File: config.mk
export PLATFORM = sky130hd
export DESIGN_NAME = uart_tx_fifo
export DESIGN_NICKNAME = d
export VERILOG_FILES = /design/src/rtl/uart_pkg.sv /design/src/rtl/fifo_ram.sv /design/src/rtl/uart_tx_fifo.sv
export SDC_FILE = /design/constraint.sdc
export NUM_CORES = 1
export LEC_CHECK = 0
export BUFFER_PORTS_ARGS = -buffer_cell sky130_fd_sc_hd__buf_2
export CAP_MARGIN = 25
export CORE_AREA = 2 2 106 159
export DETAILED_ROUTE_END_ITERATION = 12
export DIE_AREA = 0 0 108 161
export GPL_TIMING_DRIVEN = 0
export HOLD_SLACK_MARGIN = 0.06
export SLEW_MARGIN = 20
export SYNTH_ARGS = -nofsm -noshare
export SYNTH_HDL_FRONTEND = slang
export SYNTH_SLANG_ARGS = --single-unit
File: constraint.sdc
create_clock -name main_clk -period 3.75 [get_ports main_clk]
set_clock_uncertainty 0.2 [all_clocks]
set_input_delay 0.75 -clock main_clk [delete_from_list [all_inputs] [get_ports main_clk]]
set_output_delay 0.75 -clock main_clk [all_outputs]
set_load 0.05 [all_outputs]
File: src/rtl/uart_pkg.sv
// uart_pkg: constants and types shared by the UART transmitter and the
// byte FIFO that feeds it.
//   UART_BYTE_W : width of one UART character in bits
//   uart_byte_t : one UART character
package uart_pkg;

  localparam int UART_BYTE_W = 8;

  typedef logic [UART_BYTE_W-1:0] uart_byte_t;

endpackage

File: src/rtl/fifo_ram.sv
// fifo_ram: 2^AW x WIDTH register array for the transmit FIFO.
// One synchronous write port and one asynchronous read port, so the FIFO
// head can fall through to its output without a read-latency cycle.
// The storage has no reset; its contents are undefined until written.
// Ports:
//   clk    in   write clock (rising edge)
//   we     in   write enable
//   waddr  in   write address
//   wdata  in   write data
//   raddr  in   read address
//   rdata  out  combinational read data at raddr
module fifo_ram #(
  parameter int WIDTH = 8,
  parameter int AW    = 4
) (
  input  logic             clk,
  input  logic             we,
  input  logic [AW-1:0]    waddr,
  input  logic [WIDTH-1:0] wdata,
  input  logic [AW-1:0]    raddr,
  output logic [WIDTH-1:0] rdata
);

  logic [WIDTH-1:0] mem [2**AW];

  always_ff @(posedge clk) begin
    if (we) begin
      mem[waddr] <= wdata;
    end
  end

  assign rdata = mem[raddr];

endmodule

File: src/rtl/uart_tx_fifo.sv
// uart_tx_fifo: first-word-fall-through byte FIFO in front of the UART
// transmit handshake, with a sticky overflow flag for LED display.
// Optional feature macro: UART_TX_FIFO_LEVEL_EN adds the `level` output.
// Ports:
//   main_clk      in   system clock, all state on rising edge
//   reset         in   asynchronous active-low reset
//   wr_valid      in   producer offers wr_data
//   wr_data       in   producer byte
//   wr_ready      out  FIFO has room (from registered count only)
//   out_valid     out  head byte present (UART in_valid)
//   out_data      out  head byte (UART in_data)
//   out_ready     in   UART accepts head byte (UART in_ready)
//   overflow      out  sticky: a byte was offered while full
//   clr_overflow  in   synchronous clear of overflow (set has priority)
//   level         out  occupancy, only with UART_TX_FIFO_LEVEL_EN
module uart_tx_fifo
  import uart_pkg::*;
#(
  parameter int WIDTH      = UART_BYTE_W,
  parameter int DEPTH_LOG2 = 4
) (
  input  logic                  main_clk,
  input  logic                  reset,
  input  logic                  wr_valid,
  input  logic [WIDTH-1:0]      wr_data,
  output logic                  wr_ready,
  output logic                  out_valid,
  output logic [WIDTH-1:0]      out_data,
  input  logic                  out_ready,
  output logic                  overflow,
`ifdef UART_TX_FIFO_LEVEL_EN
  input  logic                  clr_overflow,
  output logic [DEPTH_LOG2:0]   level
`else
  input  logic                  clr_overflow
`endif
);

  localparam logic [DEPTH_LOG2:0] FULL_CNT = {1'b1, {DEPTH_LOG2{1'b0}}};

  logic [DEPTH_LOG2-1:0] wr_ptr_reg;
  logic [DEPTH_LOG2-1:0] rd_ptr_reg;
  logic [DEPTH_LOG2:0]   count_reg;
  logic [DEPTH_LOG2:0]   count_next;
  logic                  overflow_reg;
  logic                  wr_fire;
  logic                  rd_fire;

  // Flow control comes only from the registered count: a pop in the same
  // cycle does not make room for a write while full, and a write does not
  // bypass to the output while empty.
  assign wr_ready  = (count_reg != FULL_CNT);
  assign out_valid = (count_reg != '0);
  assign wr_fire   = wr_valid & wr_ready;
  assign rd_fire   = out_valid & out_ready;
  assign overflow  = overflow_reg;

  always_comb begin
    count_next = count_reg;
    if (wr_fire && !rd_fire) begin
      count_next = count_reg + (DEPTH_LOG2+1)'(1);
    end else if (rd_fire && !wr_fire) begin
      count_next = count_reg - (DEPTH_LOG2+1)'(1);
    end
  end

  always_ff @(posedge main_clk or negedge reset) begin
    if (!reset) begin
      wr_ptr_reg   <= '0;
      rd_ptr_reg   <= '0;
      count_reg    <= '0;
      overflow_reg <= 1'b0;
    end else begin
      if (wr_fire) begin
        wr_ptr_reg <= wr_ptr_reg + DEPTH_LOG2'(1);
      end
      if (rd_fire) begin
        rd_ptr_reg <= rd_ptr_reg + DEPTH_LOG2'(1);
      end
      count_reg <= count_next;
      // A refused offer in the same cycle as a clear keeps the flag set.
      if (wr_valid && !wr_ready) begin
        overflow_reg <= 1'b1;
      end else if (clr_overflow) begin
        overflow_reg <= 1'b0;
      end
    end
  end

  fifo_ram #(
    .WIDTH (WIDTH),
    .AW    (DEPTH_LOG2)
  ) u_ram (
    .clk   (main_clk),
    .we    (wr_fire),
    .waddr (wr_ptr_reg),
    .wdata (wr_data),
    .raddr (rd_ptr_reg),
    .rdata (out_data)
  );

`ifdef UART_TX_FIFO_LEVEL_EN
  assign level = count_reg;
`endif

endmodule

==> impl_metrics.tcl <==
set metrics [dict create \
    cts_root_buf "clkbuf_16" \
    setup_tns_ns 0 \
    placed_cell_area_um2 6230 \
    hold_path_class "flop to flop" \
    dieWidth_um 108 \
    post-route-period-util_pct 93.5 \
    maxSlewViolCount 0 \
    ant_nets 0 \
    p_comb_share_pct 35.0 \
    synth_warnings 0 \
    clock_latency_ns 0.41 \
    grt_use_total_pct 15.1 \
    min_to "count_reg[4]" \
    peakVddDrop_uv 513 \
    synth_fp_nets 348 \
    wire_per_inst_um 20.8 \
    yosysUniqueCellTypes 34 \
    setup_viol 0 \
    grt_max_degree 17 \
    grt_pass1_vias 3140 \
    cts_tree "yes" \
    place_congestion 0.797 \
    htree_num_levels 4 \
    diodes 0 \
    status "finished clean" \
    p_per_area_nw_per_um2 871 \
    ys_ff_latch 142 \
    crit_chain "clkbuf_1, inv_1, a221oi_1, o21ai_0, nand2_1, buf_2" \
    holdPathStages 1 \
    viasPerCell 5.05 \
    syn-cell-area_um2 5820 \
    crit_slowest_cell "a221oi_1" \
    power.leakage_uw 0.00244 \
    initial_core_util_pct 36.3 \
    cts.clk_slew.worst_paths_ns 0.06 \
    ys.flop_type "edfxtp_1" \
    cts_resized 0 \
    clockBufferDepth 2 \
    p_total_uw 6010 \
    start_kind "flop" \
    synth-edff-count 128 \
    ys_seq_area_share_pct 72.1 \
    r2r-start "count_reg[3]" \
    p_int_uw 3960 \
    grt_antenna_before_repair 0 \
    synth-async-reset-ratio_pct 9.86 \
    grt_pass1_wl_um 18600 \
    switchingPower_uw 2060 \
    nets 393 \
    seqPwrFrac_pct 33.9 \
    synth.avg_cell_area_um2 17.9 \
    crit_arrival_ns 2.56 \
    hold_viol 0 \
    rsz0062_at_grt "no" \
    cts-buffers-inserted 17 \
    area_growth_pct 18.6 \
    max_freq_ghz 0.285 \
    relSlewSlack_pct 32.8 \
    post_cts_buffers 0 \
    io-pin-count 24 \
    rr_endpoint "count_reg[4]" \
    ff2ff_path_depth 10 \
    die-area_um2 17400 \
    hpwl_um 8350 \
    drive_above_1_share_pct 24.6 \
    dr.pass1.iters 4 \
    core-area_um2 16000 \
    final_area_um2 6900 \
    rows 57 \
    cp_data_required_time_ns 2.80 \
    drc 0 \
    first_iter_violations 242 \
    crit_type "flop to output port" \
    fp.dieH_um 161 \
    r2r_setup_slack_ns 0.78 \
    port-buffer-count 23 \
    tightest_slew_ns 1.00 \
    vias 2967 \
    synth_cells 325 \
    cts_sinks 142 \
    p_clk_share_pct 31.1 \
    critPathCaptureType "output port" \
    p_sw_share_pct 34.2 \
    gr-total-overflow 0 \
    critPathMaxFanout 10 \
    finalCriticalPeriod_ns 3.51 \
    routed_wl_um 12200 \
    largest_reg_flops 128 \
    drv_cap 0 \
    hold_start "count_reg[4]" \
    cts_hold_buf 1 \
    critPathMaxStageDelay_ns 0.55 \
]
-- how the worst max path moves through the flow --
| stage | startpoint | end | slack, ns | cells after the start |
|---|---|---|---|---|
| 2_1_floorplan | count_reg[3] | count_reg[4] | 1.02 | 10 |
| 3_5_place_dp | rd_ptr_reg[3] | out_data[1] | 0.65 | 6 |
| 6_report | rd_ptr_reg[3] | out_data[0] | 0.24 | 6 |
| 3_3_place_gp | rd_ptr_reg[3] | out_data[1] | 0.64 | 6 |
| 4_1_cts | rd_ptr_reg[3] | out_data[1] | 0.17 | 6 |
| 5_1_grt | rd_ptr_reg[3] | out_data[1] | 0.16 | 6 |
-- worst max-delay path: cells and delay by family (launching register included) --
| family | cells | cell delay (ns) |
|---|---|---|
| AND/OR/NAND/NOR | 1 | 0.12 |
| buffers and inverters | 3 | 0.99 |
| AO/OA/AOI/OAI | 2 | 0.71 |
| flip-flops | 1 | 0.33 |
-- power groups by stage --
| stage | logic (uW) | clock network (uW) | registers (uW) |
|---|---|---|---|
| detailed placement | 2130 | 0 | 2070 |
| global placement | 2090 | 0 | 2060 |
| finish | 2100 | 1870 | 2040 |
| CTS | 2140 | 1900 | 2040 |
| floorplan | 1570 | 0 | 2050 |
| global route | 2270 | 1960 | 2060 |
-- through the flow --
step                util, %  instances  hold WS [ns]  worst slack, ns
floorplan                 -        325         0.254             1.02
global placement       38.6        554         0.299            0.640
detailed placement     38.8        556         0.308            0.649
CTS                    43.0        588         0.312            0.170
global route           43.0        588         0.312            0.156
finish                 43.0        588         0.317            0.242
-- routing by layer --
metal  vias up  GRT usage [%]  part of all wire [%]  wire [um]
met5         -              0                     0          0
met4         0           5.13                   1.3        165
met3        12           3.39                   3.7        452
met2        77           27.6                    56       6910
met1      1510           17.3                    38       4710
li1       1368              -                     -          -
-- kinds of logic after synthesis --
logic type | Yosys count | synth area share [%]
AO/OA/AOI/OAI | 42 | 5.33
XOR/XNOR | 10 | 1.51
adder cells (fa/ha/maj) | 10 | 2.28
buffers and inverters | 26 | 2.99
flip-flops | 142 | 72.1
multiplexers | 51 | 12.3
AND/OR/NAND/NOR | 44 | 3.55
-- cell usage after synthesis, drive strengths merged (2+ instances only) --
master | number | share of area [%]
a21o | 2 | 0.26
mux2 | 2 | 0.39
nor2 | 14 | 0.90
o31a | 2 | 0.30
a21oi | 2 | 0.17
a22oi | 8 | 1.0
o21ai | 11 | 0.95
or3 | 3 | 0.41
edfxtp | 128 | 66
dfrtp | 14 | 6.0
a221oi | 16 | 2.5
mux2i | 33 | 5.7
nand2 | 17 | 1.2
buf | 15 | 2.3
inv | 8 | 0.52
nor3 | 4 | 0.34
xor2 | 2 | 0.30
clkbuf | 3 | 0.19
mux4 | 16 | 6.2
ha | 9 | 1.9
nand2b | 2 | 0.22
xnor2 | 8 | 1.2
-- cells in the final DEF (no fill, tap or decap), types with 6 or more instances in the layout --
| cell | n |
|---|---|
| a221oi_1 | 15 |
| a22oi_1 | 8 |
| buf_2 | 24 |
| buf_4 | 6 |
| buf_6 | 8 |
| bufinv_16 | 6 |
| clkbuf_16 | 17 |
| dfrtp_1 | 14 |
| edfxtp_1 | 128 |
| ha_1 | 9 |
| inv_1 | 8 |
| mux2i_1 | 33 |
| mux4_2 | 16 |
| nand2_1 | 16 |
| nor2_1 | 14 |
| o21ai_0 | 11 |
| xnor2_1 | 8 |
-- final cells by class --
cell class,count,area [um2]
repair buffers,26,140
multi-input cells,157,1470
plain buffers,18,144
well taps,206,258
fillers,1421,9150
clock buffers,17,425
inverters,8,30.0
flip-flops and latches,142,4190
clock inverters,14,239
Note: power is estimated with default switching activity, not from simulation.
